$ cat src/rtl/ni_read_rqst_queue.sv
// Read-request FIFO for the NI input unit: queues READ-flit addresses and issues them when the router can accept a response.
// Optional same-cycle bypass of an empty queue is enabled by defining NI_RRQ_BYPASS_EN.
module ni_read_rqst_queue #(
    parameter int unsigned DEPTH     = 4,
    parameter logic [3:0]  INFO_READ = 4'd6,
    parameter int unsigned ADDR_W    = 6
) (
    input  logic              clk,
    input  logic              rst,
    input  logic              in_data_valid,
    input  logic [35:0]       in_data,
    input  logic              router_rdy,
    output logic              read_rqst_read_en,
    output logic              ni_read_rqst,
    output logic [ADDR_W-1:0] ni_read_addr
);

    localparam int unsigned PTR_W = $clog2(DEPTH);
    localparam int unsigned CNT_W = $clog2(DEPTH + 1);
    localparam logic [CNT_W-1:0] CNT_FULL = CNT_W'(DEPTH);

    logic [ADDR_W-1:0] mem_q [DEPTH];
    logic [PTR_W-1:0]  wr_ptr_q, wr_ptr_d;
    logic [PTR_W-1:0]  rd_ptr_q, rd_ptr_d;
    logic [CNT_W-1:0]  count_q, count_d;

    logic              push;
    logic              pop;
    logic              wr_en;
    logic              empty;
    logic              full;
    logic              bypass;
    logic [ADDR_W-1:0] in_addr;
    logic              unused_in_bits;

    assign in_addr        = in_data[16 +: ADDR_W];
    assign unused_in_bits = ^{in_data[31:16+ADDR_W], in_data[15:0]};

    assign push  = in_data_valid && (in_data[35:32] == INFO_READ);
    assign empty = (count_q == '0);
    assign full  = (count_q == CNT_FULL);
    assign pop   = !empty && router_rdy;

`ifdef NI_RRQ_BYPASS_EN
    assign bypass = empty && push && router_rdy;
`else
    assign bypass = 1'b0;
`endif

    // A push into a full queue is only accepted when the head leaves in the same cycle.
    assign wr_en = push && !bypass && (!full || pop);

    always_comb begin
        wr_ptr_d = wr_ptr_q;
        rd_ptr_d = rd_ptr_q;
        count_d  = count_q;
        if (wr_en) begin
            wr_ptr_d = wr_ptr_q + PTR_W'(1);
        end
        if (pop) begin
            rd_ptr_d = rd_ptr_q + PTR_W'(1);
        end
        case ({wr_en, pop})
            2'b10:   count_d = count_q + CNT_W'(1);
            2'b01:   count_d = count_q - CNT_W'(1);
            default: count_d = count_q;
        endcase
    end

    always_ff @(posedge clk) begin
        if (!rst) begin
            wr_ptr_q <= '0;
            rd_ptr_q <= '0;
            count_q  <= '0;
            for (int i = 0; i < int'(DEPTH); i++) begin
                mem_q[i] <= '0;
            end
        end else begin
            wr_ptr_q <= wr_ptr_d;
            rd_ptr_q <= rd_ptr_d;
            count_q  <= count_d;
            if (wr_en) begin
                mem_q[wr_ptr_q] <= in_addr;
            end
        end
    end

    always_comb begin
        ni_read_rqst      = !empty;
        read_rqst_read_en = pop;
        ni_read_addr      = empty ? '0 : mem_q[rd_ptr_q];
        if (bypass) begin
            ni_read_rqst      = 1'b1;
            read_rqst_read_en = 1'b1;
            ni_read_addr      = in_addr;
        end
    end

endmodule

$ cat config.mk
export PLATFORM = sky130hd
export DESIGN_NAME = ni_read_rqst_queue
export DESIGN_NICKNAME = d
export VERILOG_FILES = /design/src/rtl/ni_read_rqst_queue.sv
export SDC_FILE = /design/constraint.sdc
export NUM_CORES = 1
export LEC_CHECK = 0
export CAP_MARGIN = 40
export CORE_ASPECT_RATIO = 0.9
export CORE_MARGIN = 2
export CORE_UTILIZATION = 40
export DETAILED_ROUTE_END_ITERATION = 6
export PLACE_DENSITY = 0.71
export SYNTH_ARGS = -nofsm -noshare
export SYNTH_HDL_FRONTEND = slang
export SYNTH_SLANG_ARGS = --single-unit
export TNS_END_PERCENT = 5
$ cat constraint.sdc
create_clock -name clk -period 5 [get_ports clk]
set_input_delay 1 -clock clk [delete_from_list [all_inputs] [get_ports clk]]
set_output_delay 1 -clock clk [all_outputs]
set_load 0.02 [all_outputs]
==> reports/metrics.csv, run 1 <==
metric,value,unit
outcome,"finished, final reports clean",
ir_drop,0.201,mV
grt_pass1_vias,1041,
vias,1000,
place_inst,186,
cts_tree,built,
r2r-start,count_q[0]$_SDFFE_PN0P_,
crit_path_start_kind,primary input,
layout_commonest_cell,nor2_1,
power_leakage,0.645,nW
final_cells,194,
min_to,count_q[2]$_SDFFE_PN0P_,
switching_share,32.2,%
slew_headroom,63.6,%
ys_types,29,
clockPowerShare,23.5,%
n_fill_cell,329,
period_needed,3410,ps
wl_per_cell,15.0,um
antenna_found_initial,0,
io_pins,48,
drc,0,
hold_violations,0,
clk_pin_slew,60,ps
most-common-layout-cells,"nor2_1, edfxtp_1, clkdlybuf4s50_1",
reg2reg_depth,4,
ys_ff_latch,33,
hold_ws,521,ps
setup_violations,0,
timing.setup.tns,0,ps
drive_gt1_share,10.1,%
ff_latch_area,901,um2
combPwrFrac,33.0,%
n_antenna_cell,0,
crit_type,primary input to output port,
place.detailed.hpwl,1970,um
seqPwrFrac,43.5,%
synthFlopType,edfxtp_1,
wirelength,2900,um
post_synth_instance_area,0.00151,mm2
die_height,62.2,um
die_area,0.00427,mm2
cts.sinks,33,
crit_fanout,5,
detail-route-antenna-nets,0,
fp.coreArea,0.00365,mm2
cts_resized,0,
reg2reg_setup_slack,2820,ps
port_buffers,21,
fin_crit_sh,68.2,%
fmax,293,MHz
post_drt_via_cell_ratio,5.15,
fin_nets,188,
slew_viol_final,0,
die_w,68.7,um
syn_to_final_growth,21.1,%
cts_setup_buffers,0,
gp_congestion,0.723,
worstHoldStart,count_q[2]$_SDFFE_PN0P_,
p_per_area,452,mW/mm2
yosysSeqAreaShare,59.8,%
multi_input_area,554,um2
grt_max_degree,15,
avgSynthCellArea,12.1,um2
critPathRequiredTime,4000,ps
num_rows,21,
r2r-end,mem_q[0][5]$_SDFFCE_PN0P_,
setup_ws,1590,ps
whs_path_depth,2,
drtPass1Iterations,4,
synthesis.instances,125,
grt_usage,16.4,%
cap_violations,0,
internal-power,0.559,mW
worstMarginPinSlew,544,ps
p_sw,0.266,mW
hold_class,flop to flop,
initial_core_util,41.2,%
async_flop_share,0,%
clkLatencyLatePin,290,ps
cts-root-buf,clkbuf_8,
clockBufferDepth,2,
end_kind,output port,
yosysWarnings,0,
ctsHoldBuffers,0,
cts_buffers,5,
dp_slack,1600,ps
drt_first_iter_violations,80,
rsz0062_at_grt,no,
syn_nets,166,
overflow,0,
grt_first_pass_wirelength,4920,um
arrival,2410,ps
cts_htree_levels,2,
fin_skew,8.23,ps
synth_edf_count,24,
## Yosys cell counts, types with 2 or more instances
| master | number | area share, % |
|---|---|---|
| nor2_1 | 29 | 7.2 |
| edfxtp_1 | 24 | 48 |
| mux4_2 | 6 | 9.0 |
| xnor2_1 | 2 | 1.2 |
| or3_1 | 5 | 2.1 |
| o21ai_0 | 3 | 1.0 |
| and2_1 | 6 | 2.5 |
| inv_1 | 5 | 1.2 |
| nand3_1 | 2 | 0.66 |
| clkbuf_1 | 3 | 0.75 |
| buf_2 | 2 | 0.66 |
| dfxtp_1 | 9 | 12 |
| nor3_1 | 2 | 0.66 |
| nand2_1 | 12 | 3.0 |
## cell type report
cell class              instances  area share [%]
flip-flops and latches         33            49.4
multi-input cells              81            30.4
repair buffers                 21            11.5
clock buffers                   6            3.98
well taps                      46            3.16
inverters                       5            1.03
clock inverters                 2           0.549
## per-layer routing
| metal | part of all wire [%] | global-route usage, % | wire length [um] |
|---|---|---|---|
| met5 | 0 | 0 | 0 |
| met4 | 2.0 | 7.84 | 59 |
| met3 | 6.6 | 6.70 | 192 |
| met2 | 50 | 24.4 | 1460 |
| met1 | 41 | 20.5 | 1190 |
## flip-flops by register name, summed over array words and instances (netlist names), named ones only
signal,count
mem_q,24
wr_ptr_q,2
rd_ptr_q,2
count_q,3
## power groups by stage
stage          clock network (mW)  logic [mW]  registers [mW]
2_1_floorplan                   0       0.190           0.344
3_3_place_gp                    0       0.268           0.362
3_5_place_dp                    0       0.274           0.366
4_1_cts                     0.199       0.275           0.361
5_1_grt                     0.213       0.299           0.366
6_report                    0.194       0.272           0.359
## kinds of logic after synthesis
family	count (synthesis)	share of synthesized area, %
mux	7	9.63
flops	33	59.8
xor+xnor	3	1.74
compound gates	10	4.90
fa+ha+maj	1	1.33
buf+inv	11	3.41
simple gates	60	19.2
## how the worst max path moves through the flow
stage	from	end	slack [ps]
4_1_cts	router_rdy	read_rqst_read_en	1590
3_3_place_gp	router_rdy	read_rqst_read_en	1620
2_1_floorplan	in_data[35]	mem_q[0][0]$_SDFFCE_PN0P_	2410
3_5_place_dp	router_rdy	read_rqst_read_en	1600
6_report	router_rdy	read_rqst_read_en	1590
5_1_grt	router_rdy	read_rqst_read_en	1540
## critical path: stages
cell,delay (ps)
clkdlybuf4s50_1,500
o31a_1,260
clkdlybuf4s50_1,640
## through the flow
stage	area (um2)	power [mW]	util, %
floorplan	1510	0.534	-
global placement	1740	0.630	47.7
detailed placement	1740	0.641	47.7
CTS	1820	0.835	49.9
global route	1820	0.878	49.9
finish	1820	0.825	49.9
Power figures use the tool's default switching activity.
==> run 2: changes to the inputs <==
==> constraint.sdc (replaced) <==
create_clock -name clk -period 3.4 [get_ports clk]
set_input_delay 0.68 -clock clk [delete_from_list [all_inputs] [get_ports clk]]
set_output_delay 0.68 -clock clk [all_outputs]
set_load 0.02 [all_outputs]
==> run 2 against run 1 <==
Against the previous run:
- hold slack gained 13 ps
- total power up 49%
- via count grew 2.4%
- clock power grew 52%
- sequential power grew 47%
- critical endpoint unchanged
- die area unchanged
- utilization is 0.62 points higher
- sequential share of layout area down 0.60 points
- register-to-register slack worse by 1600 ps
- sequential cell count unchanged
- cell area rose by 1.2%
- largest cell class unchanged
==> reports/metrics.csv, run 2 (synthesized netlist as in run 1, its figures left out) <==
metric,value,unit,change
place.detailed.hpwl,2100,um,+6.7%
p_per_area,664,mW/mm2,+47%
largest_register_ffs,24,,unchanged
whs_path_depth,2,,unchanged
syn_to_final_growth,22.6,%,
cts_setup_buffers,0,,unchanged
n_fill_cell,316,,-4.0%
drt_first_iter_violations,51,,-36%
gp_congestion,0.723,,about the same
cap_violations,0,,unchanged
wl_per_cell,15.0,um,-0.10%
crit_type,primary input to output port,,
fmax,358,MHz,
utilization,50.6,%,+0.62 points
crit_path_start_kind,primary input,,
drc,0,,unchanged
vias,1024,,+2.4%
grt_first_pass_wirelength,4890,um,-0.69%
power_leakage,0.656,nW,+1.6%
port_buffers,21,,unchanged
hold_violations,0,,unchanged
cts.sinks,33,,unchanged
ir_drop,0.375,mV,+86%
fp.coreArea,0.00365,mm2,unchanged
io_pins,48,,unchanged
internal-power,0.847,mW,+51%
die_height,62.2,um,unchanged
cts_htree_levels,2,,unchanged
multi_input_area,554,um2,unchanged
num_rows,21,,unchanged
r2r-end,mem_q[0][0]$_SDFFCE_PN0P_,,
die_area,0.00427,mm2,unchanged
fin_skew,5.80,ps,-2.43 ps
reg2reg_setup_slack,1240,ps,-1580 ps
arrival,2110,ps,-300 ps
fin_crit_sh,82.1,%,
most-common-layout-cells,"nor2_1, edfxtp_1, clkdlybuf4s50_1",,
drtPass1Iterations,4,,unchanged
switching_share,31.0,%,-1.2 points
clockBufferDepth,2,,unchanged
combPwrFrac,32.9,%,about the same
reg2reg_depth,4,,unchanged
r2r-start,count_q[2]$_SDFFE_PN0P_,,
die_w,68.7,um,unchanged
drive_gt1_share,10.7,%,+0.53 points
wirelength,2930,um,+0.93%
slew_viol_final,0,,unchanged
seqPwrFrac,43.0,%,-0.5 points
antenna_found_initial,0,,unchanged
crit_fanout,5,,unchanged
cts-root-buf,clkbuf_8,,
detail-route-antenna-nets,0,,unchanged
layout_commonest_cell,nor2_1,,
grt_usage,16.3,%,-0.12 points
hold_ws,533,ps,+12.6 ps
grt_pass1_vias,1050,,+0.86%
timing.setup.tns,0,ps,unchanged
clockPowerShare,24.1,%,+0.6 points
grt_max_degree,15,,unchanged
post_drt_via_cell_ratio,5.22,,+1.4%
cts_buffers,5,,unchanged
fin_nets,190,,+1.1%
ff_latch_area,901,um2,unchanged
cts_tree,built,,
hold_class,flop to flop,,
reg.largest.list,"mem_q (24), count_q (3)",,
critPathRequiredTime,2720,ps,-1280 ps
n_antenna_cell,0,,unchanged
worstHoldStart,count_q[2]$_SDFFE_PN0P_,,
outcome,"finished, final reports clean",,
place_area,0.00176,mm2,+0.86%
totalPowerFinal,1.23,mW,+49%
slew_headroom,61.6,%,-2.1 points
largest-register,mem_q,,
period_needed,2790,ps,
initial_core_util,41.2,%,unchanged
worstMarginPinSlew,575,ps,+30.7 ps
min_to,count_q[2]$_SDFFE_PN0P_,,
rsz0062_at_grt,no,,
clkLatencyLatePin,280,ps,about the same
p_sw,0.380,mW,+43%
cts_resized,0,,unchanged
end_kind,output port,,
finish.instance_area,0.00185,mm2,+1.2%
setup_violations,0,,unchanged
ctsHoldBuffers,0,,unchanged
clk_pin_slew,60,ps,about the same
overflow,0,,unchanged
-- run 2: cell count changes in the layout (fill, tap and decap cells not counted), sizes merged --
cell    before  now
buf          0    2
clkinv       2    0
clkbuf       6    8
-- run 2: power by group through the flow --
| stage | clock network (mW) | logic, mW | registers (mW) |
|---|---|---|---|
| finish | 0.295 | 0.404 | 0.527 |
| global route | 0.314 | 0.447 | 0.539 |
| CTS | 0.300 | 0.414 | 0.529 |
| detailed placement | 0 | 0.413 | 0.538 |
| global placement | 0 | 0.395 | 0.533 |
| floorplan | 0 | 0.280 | 0.505 |
-- run 2: final cells by class --
cell class	count	area share [%]
clock buffers	8	4.88
inverters	5	1.02
multi-input cells	81	30.0
flip-flops and latches	33	48.8
well taps	46	3.12
repair buffers	23	12.2
-- run 2: through the flow --
step | std cells | worst slack, ps
detailed placement | 188 | 376
floorplan | 125 | 1130
global placement | 188 | 399
finish | 196 | 609
CTS | 196 | 573
global route | 196 | 498
-- run 2: per-layer routing --
layer | wire (um) | global-route usage, % | part of all wire, % | vias up
met5 | 0 | 0 | 0 | -
met1 | 1230 | 19.4 | 42 | 509
li1 | - | - | - | 483
met3 | 152 | 4.53 | 5.2 | 5
met2 | 1510 | 26.4 | 52 | 27
met4 | 42 | 8.09 | 1.4 | 0
-- run 2: critical path: stages --
cell             delay (ps)
clkdlybuf4s50_1         500
o31a_1                  280
clkdlybuf4s50_1         650
-- run 2: how the worst max path moves through the flow --
stage                     depth (start not counted)  slack [ps]                         to        start
after floorplan                                   6        1130  mem_q[0][0]$_SDFFCE_PN0P_  in_data[35]
after global placement                            5         400  mem_q[1][4]$_SDFFCE_PN0P_  in_data[33]
after detailed placement                          5         380  mem_q[1][0]$_SDFFCE_PN0P_  in_data[33]
after CTS                                         3         570            ni_read_addr[0]         flop
after global routing                              3         500            ni_read_addr[5]         flop
final                                             3         610          read_rqst_read_en   router_rdy
